### config.mk
export PLATFORM = sky130hd
export DESIGN_NAME = fwd_hazard_unit
export DESIGN_NICKNAME = d
export VERILOG_FILES = /design/src/rtl/fwd_pkg.sv /design/src/rtl/fwd_match.sv /design/src/rtl/fwd_hazard_unit.sv
export SDC_FILE = /design/constraint.sdc
export NUM_CORES = 1
export LEC_CHECK = 0
export BUFFER_PORTS_ARGS = -buffer_cell sky130_fd_sc_hd__buf_2
export CAP_MARGIN = 20
export CORE_MARGIN = 5
export CORE_UTILIZATION = 53
export CTS_CLUSTER_DIAMETER = 150
export CTS_CLUSTER_SIZE = 28
export DETAILED_ROUTE_END_ITERATION = 12
export GPL_TIMING_DRIVEN = 1
export PLACE_DENSITY = 0.85
export SYNTH_ARGS = -nofsm -noshare
export SYNTH_HDL_FRONTEND = slang
export SYNTH_SLANG_ARGS = --single-unit
### constraint.sdc
create_clock -name clk -period 3 [get_ports clk]
set_input_delay 0.6 -clock clk [delete_from_list [all_inputs] [get_ports clk]]
set_output_delay 0.6 -clock clk [all_outputs]
set_load 0.02 [all_outputs]
### src/rtl/fwd_pkg.sv
// Shared encodings, FSM state type and the operand-slice helper used by
// the forwarding/hazard controller.
package fwd_pkg;

  localparam logic [1:0] FWD_RF  = 2'b00;
  localparam logic [1:0] FWD_MEM = 2'b01;
  localparam logic [1:0] FWD_WB  = 2'b10;

  typedef enum logic [0:0] {
    RUN      = 1'b0,
    MEM_WAIT = 1'b1
  } fsm_state_e;

  // Widest packed source vector the slice helper accepts.
  localparam int SLICE_MAX_W = 256;

  // Extract field idx of width w from a packed vector.
  function automatic logic [31:0] src_slice(input logic [SLICE_MAX_W-1:0] vec,
                                            input int idx,
                                            input int w);
    logic [SLICE_MAX_W-1:0] sh;
    logic [31:0]            mask;
    sh   = vec >> (idx * w);
    mask = (32'd1 << w) - 32'd1;
    return sh[31:0] & mask;
  endfunction

endpackage

### src/rtl/fwd_match.sv
// Single-source forwarding comparator: picks MEM, then WB, then regfile.
module fwd_match
  import fwd_pkg::*;
#(
  parameter int ADDR_W = 5
) (
  input  logic [ADDR_W-1:0] rs,
  input  logic              rs_used,
  input  logic [ADDR_W-1:0] mem_rd,
  input  logic              mem_regwrite,
  input  logic [ADDR_W-1:0] wb_rd,
  input  logic              wb_regwrite,
  output logic [1:0]        sel
);

  always_comb begin
    sel = FWD_RF;
    if (rs_used && mem_regwrite && (mem_rd != '0) && (mem_rd == rs))
      sel = FWD_MEM;
    else if (rs_used && wb_regwrite && (wb_rd != '0) && (wb_rd == rs))
      sel = FWD_WB;
  end

endmodule

### src/rtl/fwd_hazard_unit.sv
// Forwarding and hazard controller: per-source EX forwarding, load-use stall,
// dmem wait freeze with timeout, branch flush and a stall performance counter.
module fwd_hazard_unit
  import fwd_pkg::*;
#(
  parameter int ADDR_W   = 5,
  parameter int NUM_SRC  = 2,
  parameter int MAX_WAIT = 64,
  parameter int CNT_W    = 32
) (
  input  logic                      clk,
  input  logic                      reset,
  input  logic [NUM_SRC*ADDR_W-1:0] id_rs,
  input  logic [NUM_SRC-1:0]        id_rs_used,
  input  logic [NUM_SRC*ADDR_W-1:0] ex_rs,
  input  logic [NUM_SRC-1:0]        ex_rs_used,
  input  logic [ADDR_W-1:0]         ex_rd,
  input  logic                      ex_memread,
  input  logic [ADDR_W-1:0]         mem_rd,
  input  logic                      mem_regwrite,
  input  logic                      mem_memread,
  input  logic                      dmem_ready,
  input  logic [ADDR_W-1:0]         wb_rd,
  input  logic                      wb_regwrite,
  input  logic                      flush_req,
  output logic [2*NUM_SRC-1:0]      fwd_sel,
  output logic                      pc_en,
  output logic                      if_id_en,
  output logic                      id_ex_en,
  output logic                      ex_mem_en,
  output logic                      mem_wb_en,
  output logic                      if_id_flush,
  output logic                      id_ex_bubble,
  output logic                      mem_timeout,
  output logic [CNT_W-1:0]          stall_cnt
);

  localparam int WAIT_W = $clog2(MAX_WAIT + 1);

  fsm_state_e        state, state_nxt;
  logic [WAIT_W-1:0] wait_cnt;
  logic              freeze;
  logic              lu;
  logic              stall;

  for (genvar g = 0; g < NUM_SRC; g++) begin : g_src
    logic [ADDR_W-1:0] ex_src;
    assign ex_src = ADDR_W'(src_slice(SLICE_MAX_W'(ex_rs), g, ADDR_W));

    fwd_match #(.ADDR_W(ADDR_W)) u_match (
      .rs           (ex_src),
      .rs_used      (ex_rs_used[g]),
      .mem_rd       (mem_rd),
      .mem_regwrite (mem_regwrite),
      .wb_rd        (wb_rd),
      .wb_regwrite  (wb_regwrite),
      .sel          (fwd_sel[2*g +: 2])
    );
  end

  always_comb begin
    logic any_match;
    any_match = 1'b0;
    for (int i = 0; i < NUM_SRC; i++) begin
      if (id_rs_used[i] &&
          (ADDR_W'(src_slice(SLICE_MAX_W'(id_rs), i, ADDR_W)) == ex_rd))
        any_match = 1'b1;
    end
    lu = ex_memread && (ex_rd != '0) && any_match;
  end

  // The cycle dmem_ready rises is not frozen, so the load retires normally.
  assign freeze = ((state == RUN) && mem_memread && !dmem_ready) ||
                  ((state == MEM_WAIT) && !dmem_ready);

  // A load-use overridden by a flush squashes the consumer; no stall happens.
  assign stall = freeze || (lu && !flush_req);

  always_comb begin
    state_nxt = state;
    case (state)
      RUN:      if (mem_memread && !dmem_ready) state_nxt = MEM_WAIT;
      MEM_WAIT: if (dmem_ready) state_nxt = RUN;
      default:  state_nxt = RUN;
    endcase
  end

  always_comb begin
    pc_en        = 1'b1;
    if_id_en     = 1'b1;
    id_ex_en     = 1'b1;
    ex_mem_en    = 1'b1;
    mem_wb_en    = 1'b1;
    if_id_flush  = 1'b0;
    id_ex_bubble = 1'b0;
    if (freeze) begin
      pc_en     = 1'b0;
      if_id_en  = 1'b0;
      id_ex_en  = 1'b0;
      ex_mem_en = 1'b0;
      mem_wb_en = 1'b0;
    end else if (flush_req) begin
      if_id_flush  = 1'b1;
      id_ex_bubble = 1'b1;
    end else if (lu) begin
      pc_en        = 1'b0;
      if_id_en     = 1'b0;
      id_ex_bubble = 1'b1;
    end
  end

  always_ff @(posedge clk) begin
    if (reset) begin
      state       <= RUN;
      wait_cnt    <= '0;
      stall_cnt   <= '0;
      mem_timeout <= 1'b0;
    end else begin
      state <= state_nxt;
      if (state == RUN)
        wait_cnt <= '0;
      else if (wait_cnt != WAIT_W'(MAX_WAIT - 1))
        wait_cnt <= wait_cnt + WAIT_W'(1);
      if ((state == MEM_WAIT) && !dmem_ready && (wait_cnt == WAIT_W'(MAX_WAIT - 1)))
        mem_timeout <= 1'b1;
      if (stall && (stall_cnt != '1))
        stall_cnt <= stall_cnt + CNT_W'(1);
    end
  end

endmodule

==> results.tsv, run 1 <==
stage	metric	value	unit
run_status	run status	completed	
grt	number of global-route vias before repair	2309	
grt	largest net degree at the start of global routing	40	
timing	RSZ-0062 raised after global routing	false	
power	VDD IR max	0.000344	V
final_layout	FILL cells	388	
timing	Worst Tran Pin Value	0.709	ns
route	first-pass detailed-route iteration total	4	
final_layout	final core utilization	68.3	%
run	MaxCap Viol Count	0	
timing	WHS	0.470	ns
clock_tree	H-Tree Depth	2	
final_layout	share of post-route cells with drive strength above 1	30.2	%
worst_hold_path	Worst Hold Class	reg -> reg	
timing	Fmax achieved	391	MHz
logic_synthesis	cell taking the most area after synthesis	dfxtp_1	
final_layout	final std cells w/o fill	429	
timing	skew final	0.00704	ns
final_layout	Final nets	426	
timing	period utilization	85.3	%
timing	Final Slew Violations	0	
timing	Tmin final	2.56	ns
critical_path	Crit Path Class	in -> out	
critical_path	critical path required time	2.40	ns
logic_synthesis	syn nets	341	
logic_synthesis	post-synthesis mux area share	2.17	%
logic_synthesis	Post-Synth Adder-Cell Area	1.01	%
floorplanning	Starting Density	55.8	%
critical_path	CP startpoint kind	input pin	
timing	TNS Setup	0	ns
logic_synthesis	dominant cells by area after synthesis	dfxtp_1 (33%), xnor2_1 (8.1%), a21oi_1 (5.0%)	
logic_synthesis	largest family of logic cells by synthesized area	simple AND/OR/NAND/NOR gates	
grt	total global routing overflow	0	
floorplanning	Die Y	78.4	um
final_layout	antenna diode count	0	
floorplanning	Chip Width	78.4	um
logic_synthesis	Simple-Gate Fraction of Synth Area	31.0	%
floorplanning	die area	0.00615	mm2
logic_synthesis	Seq/Total Area, Yosys	33.1	%
final_layout	Synth-to-Final Area Change	22.3	%
power	sequential share of power	51.3	%
route	final WL	6230	um
power	Static Leak	1.21	nW
floorplanning	row count	24	
route	Via density	5.81	
route	vias	2492	
logic_synthesis	post-synthesis cell area	0.00248	mm2
critical_path	CP Capture Type	primary output	
timing	final-report hold violation count	0	
power	clock share of power	33.9	%
power	Comb power frac	14.8	%
floorplanning	CORE AREA	0.00444	mm2
placement	Port Buffers	90	
route	DRT antenna net count	0	
grt	first-pass GRT wire length	10400	um
grt	GRT Util Overall	20.1	%
grt	initial antenna violation count	0	
placement	Final GP Congestion	0.934	
clock_tree	CTS tree	yes	
logic_synthesis	Mapped Cells	292	
clock_tree	post-CTS setup buffers	0	
clock_tree	Longest Clk Path Bufs	2	
clock_tree	Post-CTS Resized	0	
logic_synthesis	FF+latch count, synth	41	
placement	DP HPWL	4850	um
logic_synthesis	post-synthesis cell type count	46	
logic_synthesis	Post-Synth XOR/XNOR Area	13.4	%
critical_path	Arr. time, crit path	1.96	ns
logic_synthesis	Ys Warns	0	
logic_synthesis	post-synth top area share	33.1	%
logic_synthesis	Synth Area in Compound Gates	15.7	%
clock_tree	clk slew on worst S/H paths	0.08	ns
final_layout	most frequent cells in the layout	buf_2 (90), dfxtp_1 (41), a21oi_1 (25), xnor2_1 (23), nand2_1 (20)	
floorplanning	Ports	91	
clock_tree	number of CTS-inserted buffers	5	
power	Power Density	353	mW/mm2
timing	Final setup viols	0	
route	WL per Instance	14.5	um
clock_tree	hold_buf cts	0	
power	P_int	0.798	mW
final_layout	commonest non-fill, non-tap cell in the layout	buf_2	
critical_path	peak fanout along the critical path	4	
clock_tree	CTS root buffer	clkbuf_8	
placement	Placed Instances	422	
route	drt first-iter violations	123	
power	Net Sw Frac	25.6	%
power	total power	1.07	mW
clock_tree	Skew-Pair Late Insertion Delay	0.29	ns
timing	Slew HR	52.7	%
route	drc violations	0	
clock_tree	clk sinks	41	
power	net switching power	0.274	mW
logic_synthesis	Mean Syn Cell Area	8.50	um2
## flip-flops by register name, summed over array words and instances (netlist names)
signal,flops
stall_cnt,32
wait_cnt,7
mem_timeout,1
state,1
## critical path, stage by stage
cell and delay, ns:
buf_2 0.12, or4_1 0.54, o21ai_1 0.22, o21ai_2 0.16, nand2_1 0.14, buf_2 0.17
## Yosys cell counts (all sizes together)
library cell and n:
a21oi 25, a31oi 1, and2 1, and3 8
and4 2, buf 7, clkbuf 7, dfxtp 41
ha 2, inv 3, mux2 3, mux2i 2
nand2 20, nand2b 1, nand3 16, nand4 14
nand4bb 1, nor2 19, nor2b 4, nor3 5
nor3b 1, nor4 5, nor4b 1, o21a 1
o21ai 17, o21ba 2, o21bai 1, o221ai 1
o22a 1, o31a 2, o31ai 11, or2 3
or3 12, or4 15, xnor2 24, xor2 13
## cell type report
type | instances | area [um2] | area share (%)
inverters | 3 | 11.3 | 0.371
clock inverters | 1 | 7.51 | 0.247
clock buffers | 6 | 82.6 | 2.72
flip-flops and latches | 41 | 821 | 27.1
repair buffers | 92 | 478 | 15.8
well taps | 52 | 65.1 | 2.14
multi-input cells | 234 | 1570 | 51.7
## power groups by stage
| stage | Sequential [mW] | Combinational, mW | Clock, mW |
|---|---|---|---|
| 4_1_cts | 0.550 | 0.159 | 0.370 |
| 6_report | 0.550 | 0.159 | 0.363 |
| 2_1_floorplan | 0.564 | 0.0958 | 0 |
| 3_3_place_gp | 0.562 | 0.155 | 0 |
| 3_5_place_dp | 0.563 | 0.158 | 0 |
| 5_1_grt | 0.551 | 0.174 | 0.398 |
## kinds of logic (layout without fill, tap and decap cells)
kind of cell | after synthesis | count (layout)
compound gates | 62 | 62
xor+xnor | 37 | 37
simple gates | 128 | 128
flops | 41 | 41
fa+ha+maj | 2 | 2
buf+inv | 17 | 102
mux | 5 | 5
## through the flow
stage	area, um2	worst slack, ns
after global placement	2940	0.464
after floorplan	2480	0.395
after global routing	3030	0.329
after CTS	3030	0.433
final	3030	0.440
after detailed placement	2940	0.374
## worst paths after layout
check / from / end / slack (ns) / depth (start not counted)
setup / recovery: ex_rd[0] / if_id_en / 0.44 / 6
setup reg to reg: stall_cnt[0] / stall_cnt[16] / 0.65 / 7
hold / removal: mem_timeout / mem_timeout / 0.47 / 2
hold reg to reg: mem_timeout / mem_timeout / 0.47 / 2
## layer usage
| layer | vias to the layer above | track usage, % | wire, um |
|---|---|---|---|
| met5 | - | 0 | 0 |
| met4 | 0 | 5.42 | 63 |
| met3 | 6 | 3.89 | 269 |
| met2 | 53 | 34.5 | 3190 |
| met1 | 1179 | 25.9 | 2700 |
| li1 | 1254 | - | - |
Power figures use the tool's default switching activity.
==> run 2: changes to the inputs <==
--- a/config.mk
+++ b/config.mk
@@ -8,12 +8,12 @@
 export BUFFER_PORTS_ARGS = -buffer_cell sky130_fd_sc_hd__buf_2
 export CAP_MARGIN = 20
 export CORE_MARGIN = 5
-export CORE_UTILIZATION = 53
+export CORE_UTILIZATION = 50
 export CTS_CLUSTER_DIAMETER = 150
 export CTS_CLUSTER_SIZE = 28
 export DETAILED_ROUTE_END_ITERATION = 12
 export GPL_TIMING_DRIVEN = 1
-export PLACE_DENSITY = 0.85
+export PLACE_DENSITY = 0.81
 export SYNTH_ARGS = -nofsm -noshare
 export SYNTH_HDL_FRONTEND = slang
 export SYNTH_SLANG_ARGS = --single-unit
==> constraint.sdc (replaced) <==
create_clock -name clk -period 2.8 [get_ports clk]
set_input_delay 0.56 -clock clk [delete_from_list [all_inputs] [get_ports clk]]
set_output_delay 0.56 -clock clk [all_outputs]
set_load 0.02 [all_outputs]
==> run 2 against run 1 <==
  * First-iteration DRC count rose by 11%
  * Total power up 17%
  * Setup slack worse by 0.14 ns
  * Sequential power up 7.1%
  * Cell count is 3.7% higher
  * Sequential share of layout area down 0.43 points
  * Critical path type unchanged
  * Utilization decreased by 3.9 points
==> results.tsv, run 2 (same netlist as run 1, synthesis figures left out) <==
stage	metric	value	unit
critical_path	crit-path max cell delay	0.53	ns
final_layout	largest registers	stall_cnt (32), wait_cnt (7)	
timing	period utilization	89.3	%
clock_tree	hold_buf cts	0	
grt	GRT Util Overall	20.1	%
clock_tree	Post-CTS Resized	0	
critical_path	CP Capture Type	primary output	
grt	first-pass GRT wire length	10400	um
final_layout	Synth-to-Final Area Change	24.3	%
floorplanning	die area	0.00647	mm2
final_layout	Final nets	426	
clock_tree	number of CTS-inserted buffers	5	
critical_path	critical-path cell list	buf_2, or4_1, o21ai_0, nor3_1, nor3_1, buf_2	
critical_path	CP startpoint kind	input pin	
final_layout	final core utilization	64.4	%
clock_tree	CTS root buffer	clkbuf_8	
final_layout	final instance area	0.00308	mm2
final_layout	Largest register FFs	32	
timing	skew final	0.00607	ns
timing	Slew HR	54.8	%
final_layout	antenna diode count	0	
timing	RSZ-0062 raised after global routing	false	
clock_tree	Skew-Pair Late Insertion Delay	0.30	ns
critical_path	Arr. time, crit path	1.94	ns
run	MaxCap Viol Count	0	
route	Via density	5.59	
worst_hold_path	Worst Hold Class	reg -> reg	
floorplanning	Ports	91	
placement	Port Buffers	90	
final_layout	share of post-route cells with drive strength above 1	30.4	%
critical_path	launching point of the worst reg2reg path	stall_cnt[0]	
clock_tree	post-CTS setup buffers	0	
placement	Placed Area	0.00296	mm2
timing	Fmax achieved	400	MHz
clock_tree	CTS tree	yes	
final_layout	most frequent cells in the layout	buf_2 (90), dfxtp_1 (41), a21oi_1 (25), xnor2_1 (23), nand2_1 (20)	
clock_tree	clk sinks	41	
timing	final-report hold violation count	0	
timing	WHS	0.492	ns
floorplanning	Starting Density	51.8	%
clock_tree	H-Tree Depth	2	
power	Static Leak	1.22	nW
floorplanning	Die Y	80.4	um
timing	Final Slew Violations	0	
timing	Final setup viols	0	
grt	initial antenna violation count	0	
grt	number of global-route vias before repair	2319	
route	drc violations	0	
timing	Worst Tran Pin Value	0.678	ns
floorplanning	CORE AREA	0.00479	mm2
power	Power Density	407	mW/mm2
clock_tree	clk slew on worst S/H paths	0.08	ns
worst_hold_path	Worst Hold Launch	wait_cnt[6]	
route	WL per Instance	14.0	um
route	first-pass detailed-route iteration total	4	
timing	TNS Setup	0	ns
route	vias	2486	
final_layout	Biggest register	stall_cnt	
critical_path	critical path required time	2.24	ns
critical_path	Crit Path Class	in -> out	
placement	Final GP Congestion	0.878	
placement	DP HPWL	4820	um
run_status	run status	completed	
critical_path	slowest library cell on the worst path	or4_1	
critical_path	peak fanout along the critical path	3	
power	VDD IR max	0.000279	V
critical_path	top cell family by delay on the critical path	simple AND/OR/NAND/NOR gates	
floorplanning	Chip Width	80.4	um
route	drt first-iter violations	136	
critical_path	worst setup path start	mem_rd[1]	
final_layout	commonest non-fill, non-tap cell in the layout	buf_2	
route	final WL	6220	um
clock_tree	Longest Clk Path Bufs	2	
grt	total global routing overflow	0	
route	DRT antenna net count	0	
grt	largest net degree at the start of global routing	40	
floorplanning	row count	25	
critical_path	Buf+Inv Stages, Crit Path	2	
timing	Tmin final	2.50	ns
run 2: cell count changes in the layout (fill, tap and decap cells not counted), sizes merged:
cell	change
bufinv	+1
run 2: area by class of cell:
type                            instances  area, um2
Timing Repair Buffer                   92        478
Multi-Input combinational cell        234       1570
Fill cell                             427       1700
Sequential cell                        41        821
Clock buffer                            6       82.6
Clock inverter                          2       37.5
Tap cell                               67       83.8
Inverter                                3       11.3
run 2: path summary, 6_finish.rpt:
path                         to  slack (ns)  depth (start not counted)
setup reg to reg  stall_cnt[16]        0.42                          7
hold / removal      wait_cnt[6]        0.49                          1
setup / recovery     fwd_sel[1]        0.30                          6
hold reg to reg     wait_cnt[6]        0.49                          1
run 2: power by group:
part           internal [mW]  switching, mW
logic                 0.0748         0.0955
clock network          0.290          0.205
registers              0.585        0.00355
total                  0.950          0.304
run 2: layer usage:
| layer | routed length, um | vias up | part of all wire (%) | GRT usage [%] |
|---|---|---|---|---|
| met3 | 394 | 9 | 6.3 | 3.70 |
| li1 | - | 1256 | - | - |
| met2 | 3070 | 69 | 49 | 34.2 |
| met4 | 90 | 0 | 1.4 | 7.26 |
| met5 | 0 | - | 0 | 0 |
| met1 | 2670 | 1152 | 43 | 25.1 |
run 2: stage by stage:
stage	worst slack [ns]	total power [mW]	instances
floorplan	0.275	0.707	292
global placement	0.328	0.769	437
detailed placement	0.163	0.773	437
CTS	0.302	1.27	445
global route	0.176	1.31	445
finish	0.299	1.25	445
run 2: worst register-to-register path, delay by kind of cell (launching register included):
family	cells	cell delay (ns)
fa+ha+maj	1	0.25
flops	1	0.36
compound gates	1	0.17
buf+inv	1	0.22
simple gates	4	1.30
